--- src/rtl/fwd_pkg.sv ---
// rtl/fwd_pkg.sv - shared types and constants for the EX-stage forwarding controller
package fwd_pkg;

  localparam int FWD_REG_W = 5;

  typedef enum logic [1:0] {
    FWD_RF  = 2'b00,
    FWD_MEM = 2'b10,
    FWD_WB  = 2'b11
  } fwd_sel_e;

  typedef struct packed {
    logic                 v;
    logic [FWD_REG_W-1:0] rd;
    logic                 we;
    logic                 ld;
  } stage_tag_t;

  localparam stage_tag_t STAGE_BUBBLE = '0;

endpackage

--- src/rtl/fwd_match.sv ---
// rtl/fwd_match.sv - compares one source register against one pipeline stage destination
module fwd_match
  import fwd_pkg::*;
#(
  parameter int REG_W    = FWD_REG_W,
  parameter bit ZERO_REG = 1'b1
) (
  input  logic             v,
  input  logic             we,
  input  logic [REG_W-1:0] rd,
  input  logic [REG_W-1:0] rs,
  input  logic             use_src,
  output logic             hit
);

  // a hardwired-zero source never depends on an older instruction
  always_comb begin
    hit = v & we & use_src & (rs == rd) & ~(ZERO_REG & (rs == '0));
  end

endmodule

--- src/rtl/fwd_ctrl.sv ---
// rtl/fwd_ctrl.sv - forwarding select and load-use stall controller (optional FWD_STALL_CNT_EN stall counter)
module fwd_ctrl
  import fwd_pkg::*;
#(
  parameter int REG_W    = FWD_REG_W,
  parameter bit ZERO_REG = 1'b1
) (
  input  logic             clk,
  input  logic             rst_n,
  input  logic             id_valid,
  input  logic [REG_W-1:0] id_rs1,
  input  logic [REG_W-1:0] id_rs2,
  input  logic             id_use_rs1,
  input  logic             id_use_rs2,
  input  logic [REG_W-1:0] id_rd,
  input  logic             id_we,
  input  logic             id_is_load,
  input  logic             hold,
  input  logic             flush,
  output logic             load_use_stall,
  output logic [1:0]       fwd_a_sel,
  output logic [1:0]       fwd_b_sel,
  output logic [31:0]      stall_cnt
);

  // stage tags carry FWD_REG_W index bits; REG_W is expected not to exceed that
  localparam int TW = FWD_REG_W;

  stage_tag_t ex_q, mem_q, id_tag;
  fwd_sel_e   sel_a_q, sel_b_q, sel_a_d, sel_b_d;
  logic [TW-1:0] rs1_t, rs2_t;
  logic ex_hit_a, ex_hit_b, mem_hit_a, mem_hit_b, lu_hit_a, lu_hit_b;
  logic unused_mem_ld;

  assign rs1_t = TW'(id_rs1);
  assign rs2_t = TW'(id_rs2);

  // the MEM copy of the load flag is carried only so the tag type stays uniform
  assign unused_mem_ld = mem_q.ld;

  // pack the ID instruction into the tag that will occupy EX
  always_comb begin
    id_tag    = STAGE_BUBBLE;
    id_tag.v  = id_valid;
    id_tag.rd = TW'(id_rd);
    id_tag.we = id_we;
    id_tag.ld = id_is_load;
  end

  fwd_match #(.REG_W(TW), .ZERO_REG(ZERO_REG)) u_ex_a (
    .v(ex_q.v), .we(ex_q.we), .rd(ex_q.rd), .rs(rs1_t), .use_src(id_use_rs1), .hit(ex_hit_a));
  fwd_match #(.REG_W(TW), .ZERO_REG(ZERO_REG)) u_ex_b (
    .v(ex_q.v), .we(ex_q.we), .rd(ex_q.rd), .rs(rs2_t), .use_src(id_use_rs2), .hit(ex_hit_b));
  fwd_match #(.REG_W(TW), .ZERO_REG(ZERO_REG)) u_mem_a (
    .v(mem_q.v), .we(mem_q.we), .rd(mem_q.rd), .rs(rs1_t), .use_src(id_use_rs1), .hit(mem_hit_a));
  fwd_match #(.REG_W(TW), .ZERO_REG(ZERO_REG)) u_mem_b (
    .v(mem_q.v), .we(mem_q.we), .rd(mem_q.rd), .rs(rs2_t), .use_src(id_use_rs2), .hit(mem_hit_b));
  // load-use compares only against a load in EX, so the write-enable is qualified by ld
  fwd_match #(.REG_W(TW), .ZERO_REG(ZERO_REG)) u_lu_a (
    .v(ex_q.v), .we(ex_q.we & ex_q.ld), .rd(ex_q.rd), .rs(rs1_t), .use_src(id_use_rs1), .hit(lu_hit_a));
  fwd_match #(.REG_W(TW), .ZERO_REG(ZERO_REG)) u_lu_b (
    .v(ex_q.v), .we(ex_q.we & ex_q.ld), .rd(ex_q.rd), .rs(rs2_t), .use_src(id_use_rs2), .hit(lu_hit_b));

  // stall is raised regardless of hold/flush; the consumer decides whether it matters
  always_comb begin
    load_use_stall = id_valid & (lu_hit_a | lu_hit_b);
  end

  // youngest producer wins: EX result (arriving from MEM) before MEM result (arriving from WB)
  always_comb begin
    sel_a_d = FWD_RF;
    sel_b_d = FWD_RF;
    if (id_valid) begin
      if (ex_hit_a)       sel_a_d = FWD_MEM;
      else if (mem_hit_a) sel_a_d = FWD_WB;
      if (ex_hit_b)       sel_b_d = FWD_MEM;
      else if (mem_hit_b) sel_b_d = FWD_WB;
    end
  end

  // pipeline advance: hold freezes everything, flush/stall inject an EX bubble
  always_ff @(posedge clk or negedge rst_n) begin
    if (!rst_n) begin
      ex_q    <= STAGE_BUBBLE;
      mem_q   <= STAGE_BUBBLE;
      sel_a_q <= FWD_RF;
      sel_b_q <= FWD_RF;
    end else if (!hold) begin
      mem_q <= ex_q;
      if (flush || load_use_stall) begin
        ex_q    <= STAGE_BUBBLE;
        sel_a_q <= FWD_RF;
        sel_b_q <= FWD_RF;
      end else begin
        ex_q    <= id_tag;
        sel_a_q <= sel_a_d;
        sel_b_q <= sel_b_d;
      end
    end
  end

  assign fwd_a_sel = sel_a_q;
  assign fwd_b_sel = sel_b_q;

`ifdef FWD_STALL_CNT_EN
  logic [31:0] cnt_q;

  // count cycles actually lost to load-use, saturating
  always_ff @(posedge clk or negedge rst_n) begin
    if (!rst_n) begin
      cnt_q <= '0;
    end else if (load_use_stall && !hold && (cnt_q != 32'hFFFF_FFFF)) begin
      cnt_q <= cnt_q + 32'd1;
    end
  end

  assign stall_cnt = cnt_q;
`else
  assign stall_cnt = 32'd0;
`endif

endmodule
--- config.mk ---
export PLATFORM = sky130hd
export DESIGN_NAME = fwd_ctrl
export DESIGN_NICKNAME = d
export VERILOG_FILES = /design/src/rtl/fwd_pkg.sv /design/src/rtl/fwd_match.sv /design/src/rtl/fwd_ctrl.sv
export SDC_FILE = /design/constraint.sdc
export NUM_CORES = 1
export LEC_CHECK = 0
export BUFFER_PORTS_ARGS = -buffer_cell sky130_fd_sc_hd__buf_4
export CAP_MARGIN = 20
export CELL_PAD_IN_SITES_DETAIL_PLACEMENT = 0
export CELL_PAD_IN_SITES_GLOBAL_PLACEMENT = 2
export CORE_MARGIN = 4
export CORE_UTILIZATION = 30
export DETAILED_ROUTE_END_ITERATION = 8
export PLACE_DENSITY = 0.91
export SLEW_MARGIN = 20
export SYNTH_ARGS = -nofsm -noshare
export SYNTH_HDL_FRONTEND = slang
export SYNTH_SLANG_ARGS = --single-unit
--- constraint.sdc ---
create_clock -name clk -period 3.4 [get_ports clk]
set_input_delay 0.68 -clock clk [delete_from_list [all_inputs] [get_ports clk]]
set_output_delay 0.68 -clock clk [all_outputs]
set_load 0.01 [all_outputs]
==> results of run 1 <==
[cell usage in the layout (no fill, tap or decap)]
cell       n
o41ai_2    6
mux2_2     7
nand3_1    2
dfrtp_1   19
and3_1     1
nand4_1    4
buf_4     29
o21ai_1    1
o211ai_1   2
inv_1     10
a22oi_1    2
a21oi_2    1
nor2_1     1
or4_4      2
o41ai_1    1
xor2_1     6
o21a_1     2
o31ai_2    1
o21ai_2    1
nand2b_1   1
nor4_1     2
clkbuf_1   1
nand2_1   12
clkbuf_8   3
o31ai_4    2
or4_1      2
conb_1    32
xnor2_1   14
a21oi_1    2
[synthesized netlist by cell type]
| cell | count |
|---|---|
| buf_4 | 32 |
| dfrtp_1 | 19 |
| xnor2_1 | 14 |
| nand2_1 | 12 |
| inv_1 | 10 |
| mux2_2 | 7 |
| o41ai_2 | 6 |
| xor2_1 | 6 |
| clkbuf_1 | 4 |
| nand4_1 | 4 |
| a21oi_1 | 2 |
| a22oi_1 | 2 |
| nand3_1 | 2 |
| nor4_1 | 2 |
| o211ai_1 | 2 |
| o21a_1 | 2 |
| o31ai_4 | 2 |
| or4_1 | 2 |
| or4_4 | 2 |
| a21oi_2 | 1 |
| and3_1 | 1 |
| buf_6 | 1 |
| conb_1 | 1 |
| nand2b_1 | 1 |
| nor2_1 | 1 |
| o21ai_1 | 1 |
| o21ai_2 | 1 |
| o31ai_2 | 1 |
| o41ai_1 | 1 |
[stage by stage]
| step | std cells | utilization, % |
|---|---|---|
| 2_1_floorplan | 173 | - |
| 3_3_place_gp | 217 | 34.8 |
| 3_5_place_dp | 217 | 34.8 |
| 4_1_cts | 221 | 35.8 |
| 5_1_grt | 221 | 35.8 |
| 6_report | 221 | 35.8 |
[flip-flops by register name, summed over array words and instances (netlist names)]
register / cells
mem_q: 7
ex_q: 8
fwd_b_sel: 2
fwd_a_sel: 2
[per-layer routing]
metal  GRT usage [%]  vias up  part of all wire [%]
met3            2.34        6                   6.8
met1            12.4      446                    43
met5               0        -                     0
met2            15.9       39                    48
li1                -      472                     -
met4            4.71        0                   2.0
[kinds of logic after synthesis]
family,Yosys count,share of synthesized area (%)
buf+inv,47,21.4
simple gates,27,10.3
compound gates,21,16.8
xor+xnor,20,12.3
flops,19,33.4
mux,7,5.54
other cells,1,0.264
[final cells by class]
cell class | instances | area share (%)
clock buffer | 4 | 2.81
inverter | 10 | 2.35
multi-input combinational | 107 | 47.5
sequential | 19 | 29.7
tap | 52 | 4.07
timing repair buffer | 29 | 13.6
[worst max path at each step]
| stage | endpoint | slack, ns | depth (start not counted) |
|---|---|---|---|
| after floorplan | load_use_stall | 0.95 | 5 |
| after global placement | load_use_stall | 0.76 | 6 |
| after detailed placement | load_use_stall | 0.75 | 6 |
| after CTS | load_use_stall | 0.74 | 6 |
| after global routing | load_use_stall | 0.66 | 6 |
| final | load_use_stall | 0.74 | 6 |
[report_power, final]
part	switching [mW]	internal [mW]	total [mW]
clock	0.0731	0.0833	0.156
combinational	0.0641	0.0595	0.124
sequential	0.0194	0.244	0.263
total	0.157	0.387	0.543
==> impl_metrics.ini, run 1 <==
[global_routing]
overflow = 0
grt_max_degree = 30
grt_pass1_vias = 1009
grt_usage_pct = 9.86
antenna_found_initial = 0
grt_pass1_wl_um = 4690

[clocking]
cts_root_buf = clkbuf_8
cts_resized = 0
cts_hold_buf = 0
cts_tree = done
clk_pin_slew_worst_paths_ns = 0.07
worstSkewPairLatency_ns = 0.25
clockBufferDepth = 2
cts_setup_buffers = 0
cts_buffers = 3
clock_sink_count = 19
htree_levels = 1

[final_layout]
final_area_um2 = 1600
fillCellCount = 452
drive_above_1_share_pct = 30.8
layout-area-overhead-vs-synth_pct = 12.5
ff_latch_area_um2 = 475
finalNetCount = 194
diodes = 0
multi_input_area_um2 = 759

[worst_setup_path]
path_buf_inv = 2
crit_type = in2out
crit_chain = buf_4 -> xnor2_1 -> nand3_1 -> or4_4 -> a21oi_2 -> buf_4
path_delay_family = simple AND/OR/NAND/NOR gates
crit_path_frequent_cell = buf_4
critPathLaunchType = primary input
r2r_cells = 6
cp-startpoint = id_rs1[0]
worstPathMaxFanout = 4
worstPathRequired_ns = 2.72
end_kind = output port
slowest_delay_ns = 0.56
reg2reg_from = ex_q[5]
slowest_stage = or4_4
r2r-end = ex_q[7]
crit_arrival_ns = 1.98
reg2reg_slack_ns = 1.45

[die]
boundaryPins = 61
die_y_um = 76.9
core_um2 = 4470
die_w_um = 76.9
initial_core_util_pct = 31.8
die_area_um2 = 5910
rows = 24

[synthesis]
post_synth_num_cell_types = 29
yosys_warnings = 0
netlist.area_leader.share_pct = 33.4
synth_area_leaders = dfrtp_1, buf_4, xnor2_1, o41ai_2, mux2_2
syn_area_um2 = 1420
syn_area_per_cell_um2 = 10.0
syn_inst = 142
seq_area_frac_synth_pct = 33.4
ys_seq_elements = 19
yosysTopAreaCell = dfrtp_1

[drt]
viasPerCell = 4.36
route.vias.total = 963
drc = 0
drt_iter0_drc = 22
firstDrtPassIters = 4
ant_nets = 0
wire_per_inst_um = 12.8
routed_wl_um = 2830

[placement]
gp_congestion = 0.849
hpwl_um = 2250
placed_cell_area_um2 = 1560
pre_cts_ws_ns = 0.750
io_buffers = 28

[worst_hold_path]
hold_path.class = in2async

[power]
powerDensity_nw_per_um2 = 339
power.total_mw = 0.543
peakVddDrop_uv = 104
p_leak_nw = 0.760

[timing]
setup_tns_ns = 0
period_needed_ns = 2.66
layout_setup_ws_ns = 0.742
drv_slew = 0
fin_crit_sh_pct = 78.2
fmax_mhz = 376
finalSetupViolations = 0
rsz0062_at_grt = no
final-hold-violation-count = 0
timing.hold.ws_ns = 0.291
finalClockSkew_ns = 0.000918

[run_status]
status = finished, final reports clean

[run]
drv_cap = 0
Power figures use the tool's default switching activity.
==> run 2, diff against run 1 <==
ABC_AREA = 1   (was unset)
CORE_UTILIZATION = 22   (was 30)
PLACE_DENSITY = 0.82   (was 0.91)
clock period = 2.2 ns   (was 3.4 ns; I/O delays follow)
==> impl_metrics.ini, run 2 <==
[timing]
setup_tns_ns = 0
period_needed_ns = 1.94
rsz0062_at_grt = no
drv_slew = 0
layout_setup_ws_ns = 0.257
final-hold-violation-count = 0
finalClockSkew_ns = 0.00335
fin_crit_sh_pct = 88.3
finalSetupViolations = 0
fmax_mhz = 515

[clocking]
clock_sink_count = 19
cts_root_buf = clkbuf_8
cts_buffers = 3
cts_setup_buffers = 0
htree_levels = 1
worstSkewPairLatency_ns = 0.26
cts_hold_buf = 0
clockBufferDepth = 2
clk_pin_slew_worst_paths_ns = 0.07
cts_tree = done
cts_resized = 0

[die]
rows = 29
die_area_um2 = 7980
core_um2 = 6390
initial_core_util_pct = 22.8
die_w_um = 89.3
die_y_um = 89.3
boundaryPins = 61

[synthesis]
syn_inst = 218
syn_area_per_cell_um2 = 6.67
synth-compound-area-share_pct = 8.17
muxShareOfSynthArea_pct = 0
synth_area_leaders = dfrtp_1, nand2_1, buf_4, inv_1, nor2_1
syn_area_um2 = 1460
synth_top_family_by_area = simple AND/OR/NAND/NOR gates
yosys_warnings = 0
synthAdderAreaFrac_pct = 0
seq_area_frac_synth_pct = 32.7
yosysMostFrequentCell = nand2_1
post_synth_num_cell_types = 22
synthArstFlopShare_pct = 100
netlist.area_leader.share_pct = 32.7
yosysTopAreaCell = dfrtp_1
synth-simple-area-share_pct = 30.8
ys_seq_elements = 19
synthXorXnorAreaFrac_pct = 2.41
synth-main-ff-cell = dfrtp_1
synth_edf_count = 0
ys_top_cells_by_count = nand2_1, buf_4, inv_1, dfrtp_1, nor2_1

[drt]
met2_length_um = 1720
ant_nets = 0
wl_met3_um = 166
top_layer_used = met4
drc = 0
firstDrtPassIters = 6
wire_per_inst_um = 11.2
route.vias.total = 1270
viasPerCell = 3.92
wl_met1_um = 1700
routed_wl_um = 3630
drt_iter0_drc = 42

[worst_setup_path]
crit_arrival_ns = 1.50
crit_chain = inv_1 -> nand2_1 -> nand3_1 -> nor2_1 -> nand3_2 -> nand2_2 -> nand2_4 -> inv_1 -> buf_4
path_buf_inv = 3
crit_type = reg2out
crit_path_frequent_cell = inv_1
critPathLaunchType = flop
slowest_delay_ns = 0.37
worstPathRequired_ns = 1.76
end_kind = output port
slowest_stage = dfrtp_1
worstPathMaxFanout = 4
path_delay_family = simple AND/OR/NAND/NOR gates

[final_layout]
drive_above_1_share_pct = 15.8
largest_register = ex_q
fillCellCount = 722
largest_reg_flops = 8
mostFrequentLayoutCells = nand2_1, conb_1, inv_1
layout_commonest_cell = nand2_1
fin_cells = 324
finalNetCount = 272
diodes = 0
layout-area-overhead-vs-synth_pct = 15.2
top_regs = ex_q x8, mem_q x7

[placement]
dp.cells = 320
io_buffers = 28
pre_cts_ws_ns = 0.376
hpwl_um = 3010
gp_congestion = 0.802

[power]
peakVddDrop_uv = 229
p_leak_nw = 0.936
powerDensity_nw_per_um2 = 504

[global_routing]
overflow = 0
grt_pass1_wl_um = 5920
grt_max_degree = 21
grt_pass1_vias = 1268
antenna_found_initial = 0
grt_usage_pct = 9.59

[run_status]
status = finished, final reports clean

[run]
drv_cap = 0

[worst_hold_path]
hold_path.class = in2async
run 2: cells by family after synthesis:
| family | Yosys count |
|---|---|
| compound gates | 22 |
| xor+xnor | 4 |
| buf+inv | 67 |
| flops | 19 |
| other cells | 1 |
| simple gates | 105 |
run 2: layout make-up:
cell class                      instances  area, um^2  share of cell area [%]
Timing Repair Buffer                   29         218                    13.0
Clock buffer                            4        45.0                    2.69
Inverter                               32         120                    7.16
Tap cell                               77        96.3                    5.75
Multi-Input combinational cell        163         722                    43.1
Sequential cell                        19         475                    28.4
run 2: worst paths after layout:
kind | endpoint | slack, ns | from | cells after the start
min | fwd_b_sel[1] | 0.05 | rst_n | 1
min in group clk | ex_q[0] | 0.44 | id_is_load | 3
min reg2reg | mem_q[7] | 0.48 | mem_q[7] | 2
max | load_use_stall | 0.26 | ex_q[6] | 9
max reg2reg | ex_q[6] | 0.81 | ex_q[6] | 9
max in group asynchronous | ex_q[3] | 1.94 | rst_n | 1
run 2: layer usage:
layer,GRT usage [%],vias up
met5,0,-
met4,2.84,0
met3,1.29,5
met2,16.4,37
met1,12.5,560
li1,-,668
run 2: worst register-to-register path, stage by stage (launching register included):
cell	delay, ns
dfrtp_1	0.37
inv_1	0.08
nand2_1	0.07
nand3_1	0.08
nor2_1	0.19
nand3_2	0.09
nand2_2	0.11
nand2_4	0.07
nand2_4	0.12
o22ai_1	0.09
run 2: report_power, final:
| part | switching, mW | leakage [nW] | internal, mW | total [mW] |
|---|---|---|---|---|
| registers | 0.0207 | 0.252 | 0.373 | 0.394 |
| clock network | 0.122 | 0.0228 | 0.129 | 0.251 |
| logic | 0.126 | 0.662 | 0.0738 | 0.200 |
| total | 0.269 | 0.936 | 0.576 | 0.845 |
run 2: per-stage QoR:
stage / hold WS [ns] / power, mW / cell area (um^2) / util, %
3_3_place_gp: 0.331 / 0.602 / 1630 / 25.5
2_1_floorplan: 0.144 / 0.567 / 1570 / -
4_1_cts: 0.0480 / 0.853 / 1680 / 26.3
3_5_place_dp: 0.335 / 0.603 / 1630 / 25.5
6_report: 0.0455 / 0.845 / 1680 / 26.3
5_1_grt: 0.0590 / 0.905 / 1680 / 26.3
==> run 3, diff against run 2 <==
PLACE_DENSITY = unset   (was 0.82)
PLACE_DENSITY_LB_ADDON = 0.2   (was unset)
==> impl_metrics.ini, run 3 (same netlist as run 2, synthesis figures left out) <==
[drt]
ant_nets = 0
viasPerCell = 3.87
wire_per_inst_um = 11.8
drt_iter0_drc = 67
firstDrtPassIters = 4
route.vias.total = 1250
routed_wl_um = 3830
drc = 0

[global_routing]
grt_max_degree = 21
grt_pass1_vias = 1236
overflow = 0
antenna_found_initial = 0
grt_usage_pct = 10.0
grt_pass1_wl_um = 6060

[worst_setup_path]
crit_type = reg2out
crit_arrival_ns = 1.50
crit_path_frequent_cell = inv_1
crit_chain = inv_1 -> nand2_1 -> nand3_1 -> nor2_1 -> nand3_2 -> nand2_2 -> nand2_4 -> inv_1 -> buf_4
worstPathMaxFanout = 4
slowest_stage = dfrtp_1
critPathLaunchType = flop
end_kind = output port
slowest_delay_ns = 0.37
worstPathRequired_ns = 1.76

[timing]
fin_crit_sh_pct = 88.2
finalSetupViolations = 0
final-hold-violation-count = 0
setup_tns_ns = 0
fmax_mhz = 515
finalClockSkew_ns = 0.00820
rsz0062_at_grt = no
period_needed_ns = 1.94
drv_slew = 0

[clocking]
clk_pin_slew_worst_paths_ns = 0.08
cts_buffers = 3
htree_levels = 1
cts_root_buf = clkbuf_8
clock_sink_count = 19
clockBufferDepth = 2
cts_tree = done
worstSkewPairLatency_ns = 0.26
cts_setup_buffers = 0
cts_hold_buf = 0
cts_resized = 0

[die]
rows = 29
core_um2 = 6390
die_area_um2 = 7980
boundaryPins = 61
die_y_um = 89.3
initial_core_util_pct = 22.8
die_w_um = 89.3

[final_layout]
mostFrequentLayoutCells = nand2_1, conb_1, inv_1
largest_register = ex_q
drive_above_1_share_pct = 15.9
top_regs = ex_q x8, mem_q x7
layout_commonest_cell = nand2_1
layout-area-overhead-vs-synth_pct = 15.0
fillCellCount = 736
largest_reg_flops = 8
diodes = 0
fin_cells = 323
finalNetCount = 271

[run_status]
status = finished, final reports clean

[placement]
gp_congestion = 0.722
dp.cells = 319
hpwl_um = 3170
io_buffers = 28

[power]
swShare_pct = 32.7
powerDensity_nw_per_um2 = 509
p_sw_mw = 0.278
p_leak_nw = 0.930
combPwrFrac_pct = 23.6
p_seq_share_pct = 46.4
power.share.clock_pct = 30.1
p_int_mw = 0.574
peakVddDrop_uv = 177
power.total_mw = 0.852

[worst_hold_path]
hold_path.class = in2async

[run]
drv_cap = 0
==> run 3: cell count changes in the layout (fill, tap and decap cells not counted), sizes merged <==
cell	before	now
buf	29	28
clkinvlp	0	1
clkbuf	4	3
==> run 3: stage by stage <==
step,utilization (%),instance area [um^2],setup WS [ns],hold slack (ns)
after floorplan,-,1570,0.683,0.144
final,26.2,1670,0.259,0.0423
after global placement,25.4,1620,0.349,0.340
after CTS,26.2,1670,0.224,0.0486
after global routing,26.2,1670,0.0316,0.0512
after detailed placement,25.4,1620,0.354,0.341
==> run 3: path summary, 6_finish.rpt <==
kind	start	end	slack (ns)	depth (start not counted)
max	ex_q[6]	load_use_stall	0.26	9
min	rst_n	fwd_b_sel[0]	0.04	1
max reg2reg	mem_q[6]	fwd_a_sel[1]	0.80	7
min reg2reg	mem_q[7]	mem_q[7]	0.48	2
max in group asynchronous	rst_n	mem_q[5]	1.94	1
min in group clk	id_is_load	ex_q[0]	0.44	3
==> run 3: worst max-delay path, delay by kind of cell (launching register included) <==
| family | cells | cell delay [ns] |
|---|---|---|
| buffers and inverters | 3 | 0.27 |
| flip-flops | 1 | 0.37 |
| AND/OR/NAND/NOR | 6 | 0.61 |
==> run 3: area by class of cell <==
cell class / count / area, um^2 / share of cell area (%)
Clock buffer: 3 / 41.3 / 2.47
Clock inverter: 1 / 7.51 / 0.449
Inverter: 32 / 120 / 7.18
Multi-Input combinational cell: 163 / 722 / 43.2
Sequential cell: 19 / 475 / 28.4
Tap cell: 77 / 96.3 / 5.76
Timing Repair Buffer: 28 / 210 / 12.6
==> run 3: power by group through the flow <==
stage	Combinational (mW)	Sequential [mW]	Clock, mW
CTS	0.204	0.395	0.268
floorplan	0.171	0.396	0
finish	0.201	0.395	0.256
detailed placement	0.203	0.403	0
global route	0.234	0.400	0.285
global placement	0.205	0.403	0
==> run 3: routing by layer <==
metal  global-route usage [%]  part of all wire, %  vias up
met4                     2.84                 0.52        0
met2                     16.3                   46       36
met1                     13.6                   46      553
met3                     1.57                  7.2        2
met5                        0                    0        -
li1                         -                    -      659
